`config.mk`:
```
export PLATFORM = sky130hd
export DESIGN_NAME = ps2_keypad
export DESIGN_NICKNAME = d
export VERILOG_FILES = /design/src/rtl/chip8_pkg.sv /design/src/rtl/ps2_rx_frame.sv /design/src/rtl/ps2_keypad.sv
export SDC_FILE = /design/constraint.sdc
export NUM_CORES = 1
export LEC_CHECK = 0
export ABC_AREA = 1
export BUFFER_PORTS_ARGS = -buffer_cell sky130_fd_sc_hd__buf_2
export CORE_MARGIN = 2
export CORE_UTILIZATION = 40
export DETAILED_ROUTE_END_ITERATION = 10
export GPL_TIMING_DRIVEN = 0
export PLACE_DENSITY = 0.56
export RECOVER_POWER = 25
export SLEW_MARGIN = 20
export SYNTH_ARGS = -nofsm -noshare
export SYNTH_HDL_FRONTEND = slang
export SYNTH_HIERARCHICAL = 1
export SYNTH_SLANG_ARGS = --single-unit
```
`constraint.sdc`:
```
create_clock -name clk -period 5.4 [get_ports clk]
set_input_delay 0.27 -clock clk [delete_from_list [all_inputs] [get_ports clk]]
set_output_delay 0.27 -clock clk [all_outputs]
set_load 0.05 [all_outputs]
```
`src/rtl/chip8_pkg.sv`:
```
`default_nettype none
// ============================================================================
//  Module   : chip8_pkg
//  Purpose  : Shared definitions for the Chip-8 PS/2 keypad receiver:
//             scan-code prefix bytes, deframer state encoding and the
//             set-2 scan code to hex-key lookup.
//  Ports    : none (package)
//  Revision : 1.0 - initial release
// ============================================================================
package chip8_pkg;

    localparam logic [7:0] PS2_PREFIX_EXT = 8'hE0;
    localparam logic [7:0] PS2_PREFIX_BRK = 8'hF0;

    typedef enum logic [1:0] {
        ST_IDLE   = 2'd0,
        ST_DATA   = 2'd1,
        ST_PARITY = 2'd2,
        ST_STOP   = 2'd3
    } ps2_state_e;

    // Returns {valid, key[3:0]}; valid=0 for codes outside the keypad area.
    function automatic logic [4:0] scancode_to_key(input logic [7:0] code);
        logic [4:0] r;
        case (code)
            8'h16:   r = {1'b1, 4'h1};
            8'h1E:   r = {1'b1, 4'h2};
            8'h26:   r = {1'b1, 4'h3};
            8'h25:   r = {1'b1, 4'hC};
            8'h15:   r = {1'b1, 4'h4};
            8'h1D:   r = {1'b1, 4'h5};
            8'h24:   r = {1'b1, 4'h6};
            8'h2D:   r = {1'b1, 4'hD};
            8'h1C:   r = {1'b1, 4'h7};
            8'h1B:   r = {1'b1, 4'h8};
            8'h23:   r = {1'b1, 4'h9};
            8'h2B:   r = {1'b1, 4'hE};
            8'h1A:   r = {1'b1, 4'hA};
            8'h22:   r = {1'b1, 4'h0};
            8'h21:   r = {1'b1, 4'hB};
            8'h2A:   r = {1'b1, 4'hF};
            default: r = 5'd0;
        endcase
        return r;
    endfunction

endpackage : chip8_pkg
`default_nettype wire

```
`src/rtl/ps2_rx_frame.sv`:
```
`default_nettype none
// ============================================================================
//  Module   : ps2_rx_frame
//  Purpose  : Synchronises the PS/2 clock/data pair, detects falling edges of
//             ps2_clk and deframes 11-bit frames (start, 8 data LSB first,
//             odd parity, stop). Partial frames are dropped after TIMEOUT
//             clk cycles without an edge.
//  Ports    : clk_i, res_i          - system clock, async active-high reset
//             ps2_clk_i, ps2_data_i - asynchronous PS/2 lines (idle high)
//             byte_o, byte_valid_o  - received byte, one-cycle valid pulse
//             frame_err_o           - one-cycle pulse on any frame error
//  Revision : 1.0 - initial release
// ============================================================================
module ps2_rx_frame
    import chip8_pkg::*;
#(
    parameter int TIMEOUT     = 16384,
    parameter int SYNC_STAGES = 2        // must be >= 2
) (
    input  logic       clk_i,
    input  logic       res_i,
    input  logic       ps2_clk_i,
    input  logic       ps2_data_i,
    output logic [7:0] byte_o,
    output logic       byte_valid_o,
    output logic       frame_err_o
);

    localparam int CNT_W = $clog2(TIMEOUT + 1);

    logic [SYNC_STAGES-1:0] clk_sync_q;
    logic [SYNC_STAGES-1:0] data_sync_q;
    logic                   clk_prev_q;

    ps2_state_e             state_q, state_d;
    logic [2:0]             bitcnt_q, bitcnt_d;
    logic [7:0]             shift_q, shift_d;
    logic                   parity_q, parity_d;
    logic [CNT_W-1:0]       cnt_q, cnt_d;
    logic [7:0]             byte_q;
    logic                   byte_valid_q, byte_valid_d;
    logic                   frame_err_q, frame_err_d;

    logic                   ps2_clk_s;
    logic                   ps2_bit;
    logic                   fall;
    logic                   timeout_hit;

    assign ps2_clk_s = clk_sync_q[SYNC_STAGES-1];
    assign ps2_bit   = data_sync_q[SYNC_STAGES-1];
    assign fall      = clk_prev_q & ~ps2_clk_s;

    // An edge in the same cycle always beats the timeout.
    assign timeout_hit = (state_q != ST_IDLE) && !fall &&
                         (cnt_q == CNT_W'(TIMEOUT - 1));

    // State register (also holds the synchronisers and registered outputs)
    always_ff @(posedge clk_i or posedge res_i) begin
        if (res_i) begin
            clk_sync_q   <= '1;
            data_sync_q  <= '1;
            clk_prev_q   <= 1'b1;
            state_q      <= ST_IDLE;
            bitcnt_q     <= 3'd0;
            shift_q      <= 8'd0;
            parity_q     <= 1'b0;
            cnt_q        <= '0;
            byte_q       <= 8'd0;
            byte_valid_q <= 1'b0;
            frame_err_q  <= 1'b0;
        end else begin
            clk_sync_q   <= {clk_sync_q[SYNC_STAGES-2:0], ps2_clk_i};
            data_sync_q  <= {data_sync_q[SYNC_STAGES-2:0], ps2_data_i};
            clk_prev_q   <= ps2_clk_s;
            state_q      <= state_d;
            bitcnt_q     <= bitcnt_d;
            shift_q      <= shift_d;
            parity_q     <= parity_d;
            cnt_q        <= cnt_d;
            byte_valid_q <= byte_valid_d;
            frame_err_q  <= frame_err_d;
            if (byte_valid_d) begin
                byte_q <= shift_q;
            end
        end
    end

    // Next-state logic
    always_comb begin
        state_d  = state_q;
        bitcnt_d = bitcnt_q;
        shift_d  = shift_q;
        parity_d = parity_q;
        cnt_d    = cnt_q + CNT_W'(1);
        if (fall) begin
            cnt_d = '0;
            case (state_q)
                ST_IDLE: begin
                    if (!ps2_bit) begin
                        state_d  = ST_DATA;
                        bitcnt_d = 3'd0;
                    end
                end
                ST_DATA: begin
                    shift_d  = {ps2_bit, shift_q[7:1]};
                    bitcnt_d = bitcnt_q + 3'd1;
                    if (bitcnt_q == 3'd7) begin
                        state_d = ST_PARITY;
                    end
                end
                ST_PARITY: begin
                    parity_d = ps2_bit;
                    state_d  = ST_STOP;
                end
                default: begin
                    state_d = ST_IDLE;
                end
            endcase
        end else if (state_q == ST_IDLE) begin
            cnt_d = '0;
        end else if (timeout_hit) begin
            state_d = ST_IDLE;
            cnt_d   = '0;
        end
    end

    // Output logic (registered one cycle later in the state register)
    always_comb begin
        byte_valid_d = 1'b0;
        frame_err_d  = 1'b0;
        if (fall) begin
            if (state_q == ST_IDLE && ps2_bit) begin
                frame_err_d = 1'b1;
            end else if (state_q == ST_STOP) begin
                if (ps2_bit && (^{shift_q, parity_q})) begin
                    byte_valid_d = 1'b1;
                end else begin
                    frame_err_d = 1'b1;
                end
            end
        end else if (timeout_hit) begin
            frame_err_d = 1'b1;
        end
    end

    assign byte_o       = byte_q;
    assign byte_valid_o = byte_valid_q;
    assign frame_err_o  = frame_err_q;

endmodule : ps2_rx_frame
`default_nettype wire

```
`src/rtl/ps2_keypad.sv`:
```
`default_nettype none
// ============================================================================
//  Module   : ps2_keypad
//  Purpose  : PS/2 keyboard receiver for the Chip-8 hex keypad. Decodes set-2
//             make/break codes into a 16-bit key state and emits one event
//             per actual key change.
//  Ports    : clk, res            - system clock, async active-high reset
//             ps2_clk, ps2_data   - PS/2 lines from user_io
//             keys                - live keypad state, bit n = key n held
//             key_event           - one-cycle pulse on any keys change
//             key_code, key_down  - index and direction of the last event
//             frame_err           - one-cycle pulse on a frame error
//  Revision : 1.0 - initial release
// ============================================================================
module ps2_keypad
    import chip8_pkg::*;
#(
    parameter int TIMEOUT     = 16384,
    parameter int SYNC_STAGES = 2
) (
    input  logic        clk,
    input  logic        res,
    input  logic        ps2_clk,
    input  logic        ps2_data,
    output logic [15:0] keys,
    output logic        key_event,
    output logic [3:0]  key_code,
    output logic        key_down,
    output logic        frame_err
);

    logic [7:0]  rx_byte;
    logic        rx_valid;

    logic [15:0] keys_q, keys_d;
    logic        ext_q, ext_d;
    logic        brk_q, brk_d;
    logic        event_q, event_d;
    logic [3:0]  code_q, code_d;
    logic        down_q, down_d;

    logic [4:0]  lookup;
    logic [3:0]  k;
    logic        new_val;

    ps2_rx_frame #(
        .TIMEOUT     (TIMEOUT),
        .SYNC_STAGES (SYNC_STAGES)
    ) u_rx (
        .clk_i        (clk),
        .res_i        (res),
        .ps2_clk_i    (ps2_clk),
        .ps2_data_i   (ps2_data),
        .byte_o       (rx_byte),
        .byte_valid_o (rx_valid),
        .frame_err_o  (frame_err)
    );

    assign lookup  = scancode_to_key(rx_byte);
    assign k       = lookup[3:0];
    assign new_val = ~brk_q;

    always_comb begin
        keys_d  = keys_q;
        ext_d   = ext_q;
        brk_d   = brk_q;
        event_d = 1'b0;
        code_d  = code_q;
        down_d  = down_q;
        if (rx_valid) begin
            if (rx_byte == PS2_PREFIX_EXT) begin
                ext_d = 1'b1;
            end else if (rx_byte == PS2_PREFIX_BRK) begin
                brk_d = 1'b1;
            end else begin
                ext_d = 1'b0;
                brk_d = 1'b0;
                // Extended codes share base codes with keypad keys; skip them.
                // Typematic repeats leave keys unchanged and stay silent.
                if (!ext_q && lookup[4] && (keys_q[k] != new_val)) begin
                    keys_d[k] = new_val;
                    event_d   = 1'b1;
                    code_d    = k;
                    down_d    = new_val;
                end
            end
        end
    end

    always_ff @(posedge clk or posedge res) begin
        if (res) begin
            keys_q  <= 16'd0;
            ext_q   <= 1'b0;
            brk_q   <= 1'b0;
            event_q <= 1'b0;
            code_q  <= 4'd0;
            down_q  <= 1'b0;
        end else begin
            keys_q  <= keys_d;
            ext_q   <= ext_d;
            brk_q   <= brk_d;
            event_q <= event_d;
            code_q  <= code_d;
            down_q  <= down_d;
        end
    end

    assign keys      = keys_q;
    assign key_event = event_q;
    assign key_code  = code_q;
    assign key_down  = down_q;

endmodule : ps2_keypad
`default_nettype wire

```
==> results.sh <==
export IMPL_setup_slack_ps=2680
export IMPL_final_common_cell="sky130_fd_sc_hd__nand2_1"
export IMPL_antenna_violating_nets_post_route=0
export IMPL_placement_cell_area_mm2=0.004342
export IMPL_shortest_period_the_worst_path_allows_ps=2720
export IMPL_number_of_global_route_vias_before_repair=3304
export IMPL_setup_total_neg_slack_ps=0
export IMPL_criticalPathCategory="flip-flop to flip-flop"
export IMPL_rsz0062_at_grt="no"
export IMPL_fill_cells=1043
export IMPL_crit_path_max_fanout=10
export IMPL_floorplan_io_pins=27
export IMPL_post_route_hold_slack_ps=24.74
export IMPL_clkTransAtPathRegs_ps=80
export IMPL_ys_seq_area_share_pct=42.51
export IMPL_cts_inserted_buffers=9
export IMPL_fin_total_pwr_mw=1.232
export IMPL_wl_met3_um=326
export IMPL_synthFlopType="sky130_fd_sc_hd__dfrtp_1"
export IMPL_synthesis_area_per_instance_um2=7.538
export IMPL_max_cap_viol_count=0
export IMPL_htreeDepth=3
export IMPL_timing_final_crit_share_pct=50.37
export IMPL_ys_async_sr_fraction_pct=100.0
export IMPL_wirelength_met1_um=4317
export IMPL_p_int_mw=0.8304
export IMPL_run_status="complete, no violations"
export IMPL_gr_total_overflow=0
export IMPL_worst_setup_path_end_kind="flip-flop"
export IMPL_vdd_ir_drop_worst_mv=0.1454
export IMPL_layout_common_cells="sky130_fd_sc_hd__nand2_1, sky130_fd_sc_hd__inv_1, sky130_fd_sc_hd__dfrtp_1"
export IMPL_rows=36
export IMPL_worst_slew_margin_rel_pct=21.31
export IMPL_worst_ep_required_time_ps=5640
export IMPL_initial_antenna_violation_count=0
export IMPL_critical_path_reg2reg_endpoint="keys[14]"
export IMPL_grt_use_total_pct=17.44
export IMPL_worst_endpoint_arrival_ps=2960
export IMPL_core_area_mm2=0.009774
export IMPL_vias_per_cell=4.872
export IMPL_clock_path_buffers=2
export IMPL_p_leak_nw=2.273
export IMPL_power_per_cell_area_mw_per_mm2=273.8
export IMPL_cts_tree="done"
export IMPL_max_clock_skew_ps=11.71
export IMPL_finalInstanceArea_mm2=0.004501
export IMPL_post_cts_setup_buffer_count=0
export IMPL_vias=3454
export IMPL_most_area_hungry_cell_type_in_the_yosys_netlist="sky130_fd_sc_hd__dfrtp_1"
export IMPL_total_die_area_mm2=0.01086
export IMPL_synth_enable_flop_cells=0
export IMPL_ys_types=36
export IMPL_initial_utilization_pct=41.10
export IMPL_yosys_warnings=6
export IMPL_r2r_cells=18
export IMPL_worstMarginPinSlew_ps=1180
export IMPL_io_buffer_count=26
export IMPL_tritoncts_num_sinks=68
export IMPL_detailedPlace_worstSlack_ps=2711
export IMPL_layout_area_overhead_vs_synth_pct=12.02
export IMPL_antenna_cells_inserted=0
export IMPL_floorplan_die_width_um=104.2
export IMPL_syn_inst=533
export IMPL_share_comb_of_total_power_pct=20.0
export IMPL_fmax_ghz=0.3676
export IMPL_cts_root_buf="sky130_fd_sc_hd__clkbuf_8"
export IMPL_r2r_setup_slack_ps=2680
export IMPL_nets=587
export IMPL_detail_route_first_pass_iterations=4
export IMPL_worst_r2r_startpoint="u_rx/byte_o[1]"
export IMPL_power_net_switching_mw=0.4017
export IMPL_ctsResizeCount=0
export IMPL_power_sequential_fraction_pct=46.8
export IMPL_route_final_wire_length_um=8950
export IMPL_holdBufCountCts=0
export IMPL_routabilityCongestion=0.8827
export IMPL_global_route_wire_length_before_repair_um=15600
export IMPL_detailedRoute_firstIterationViolations=165
export IMPL_timing_critical_path_to="keys[14]"
export IMPL_timing_final_hold_violations=0
export IMPL_chipHeight_um=104.2
export IMPL_synth_cell_area_mm2=0.004018
export IMPL_finalMaxSlewViolations=0
export IMPL_synthesized_netlist_net_count=549
export IMPL_pwr_share_clk_pct=33.2
export IMPL_insertion_delay_ps=340
export IMPL_post_synth_main_area_contributors="sky130_fd_sc_hd__dfrtp_1, sky130_fd_sc_hd__nand2_1, sky130_fd_sc_hd__nand4_1"
export IMPL_routed_top_layer="met4"
export IMPL_hold_path_class="input port to flip-flop"
export IMPL_dpl_hpwl_um=6445
export IMPL_final_layout_size_suffix_gt1_share_pct=15.28
export IMPL_grt_start_max_net_pins=25
export IMPL_finalSetupViolCount=0
export IMPL_post_synth_top_area_fraction_pct=39.24
export IMPL_synth_register_bits=68
export IMPL_setup_worst_path_start="u_rx/byte_o[1]"
export IMPL_netSwitchingFraction_pct=32.60
export IMPL_drt_wirelength_per_cell_um=12.62
export IMPL_remaining_drc_errors=0
export IMPL_met2_wire_len_um=4156
export IMPL_critical_path_startpoint_type="flip-flop"
stage by stage:
stage	util, %	cells
after floorplan	-	533
after global placement	44.14	692
after detailed placement	44.42	693
after CTS	46.30	709
after global routing	46.04	709
final	46.04	709
Yosys cell counts, types with 6 or more instances:
master / instances
sky130_fd_sc_hd__ha_1: 12
sky130_fd_sc_hd__o21ai_0: 16
sky130_fd_sc_hd__inv_2: 7
sky130_fd_sc_hd__dfrtp_1: 63
sky130_fd_sc_hd__nand4_1: 43
sky130_fd_sc_hd__o21ai_1: 8
sky130_fd_sc_hd__nand3b_1: 8
sky130_fd_sc_hd__nand2_1: 170
sky130_fd_sc_hd__a21oi_1: 9
sky130_fd_sc_hd__nand2_2: 6
sky130_fd_sc_hd__nand3_1: 22
sky130_fd_sc_hd__inv_1: 63
sky130_fd_sc_hd__nor2_1: 46
sky130_fd_sc_hd__clkbuf_1: 7
cell type report:
class	instances	area, um2	area share, %
buffer	15	96.34	2.141
clock buffer	11	131.4	2.919
clock inverter	5	52.55	1.168
inverter	72	272.8	6.061
multi-input combinational	378	1941	43.12
sequential	68	1708	37.95
tap	133	166.4	3.698
timing repair buffer	27	132.6	2.947
registers in the layout, indices dropped and copies added, names as in the netlist, 3 cells and up:
signal	count
u_rx/cnt_q	15
key_code	4
u_rx/shift_q	8
u_rx/byte_o	8
u_rx/bitcnt_q	3
keys	16
how the worst min path moves through the flow:
stage,cells past startpoint,start,endpoint,slack (ps)
6_report,1,ps2_data,u_rx/data_sync_q[0],20
5_1_grt,1,ps2_data,u_rx/data_sync_q[0],10
4_1_cts,2,res,u_rx/cnt_q[10],5
3_5_place_dp,0,u_rx/data_sync_q[0],u_rx/data_sync_q[1],350
3_3_place_gp,0,u_rx/clk_sync_q[0],u_rx/clk_sync_q[1],350
2_1_floorplan,0,ps2_clk,u_rx/clk_sync_q[0],270
worst max-delay path: stages, from the launching register on:
cell and delay (ps):
sky130_fd_sc_hd__dfrtp_1 470, sky130_fd_sc_hd__inv_1 140, sky130_fd_sc_hd__ha_1 200, sky130_fd_sc_hd__o21ai_1 70
sky130_fd_sc_hd__o21ai_1 120, sky130_fd_sc_hd__nand2_1 80, sky130_fd_sc_hd__a21oi_2 370, sky130_fd_sc_hd__inv_2 180
sky130_fd_sc_hd__nand2_1 100, sky130_fd_sc_hd__nand2_1 60, sky130_fd_sc_hd__nand2_1 60, sky130_fd_sc_hd__nand2_1 80
sky130_fd_sc_hd__inv_2 70, sky130_fd_sc_hd__nand2_4 80, sky130_fd_sc_hd__nand2_4 120, sky130_fd_sc_hd__buf_4 180
sky130_fd_sc_hd__nand4_1 90, sky130_fd_sc_hd__nand2_1 80, sky130_fd_sc_hd__nand2_1 50
layer usage:
metal | GRT usage [%] | up-vias
met4 | 5.792 | 0
met2 | 27.96 | 65
met3 | 2.882 | 14
li1 | - | 1801
met5 | 0 | -
met1 | 24.07 | 1574
power groups by stage:
stage | Sequential (mW) | Combinational [mW] | Clock [mW]
after floorplan | 0.576 | 0.197 | 0
after global placement | 0.584 | 0.238 | 0
after detailed placement | 0.585 | 0.250 | 0
after CTS | 0.575 | 0.251 | 0.422
after global routing | 0.580 | 0.290 | 0.448
final | 0.576 | 0.246 | 0.410
cells by family after synthesis:
logic type	synth area share, %
muxes	0.2492
AOI/OAI and AO/OA	5.326
and+or+nand+nor	37.47
DFF	42.51
adders and majority gates	3.737
buffers and inverters	9.187
xor gates and xnor gates	1.526
Note: power is estimated with default switching activity, not from simulation.
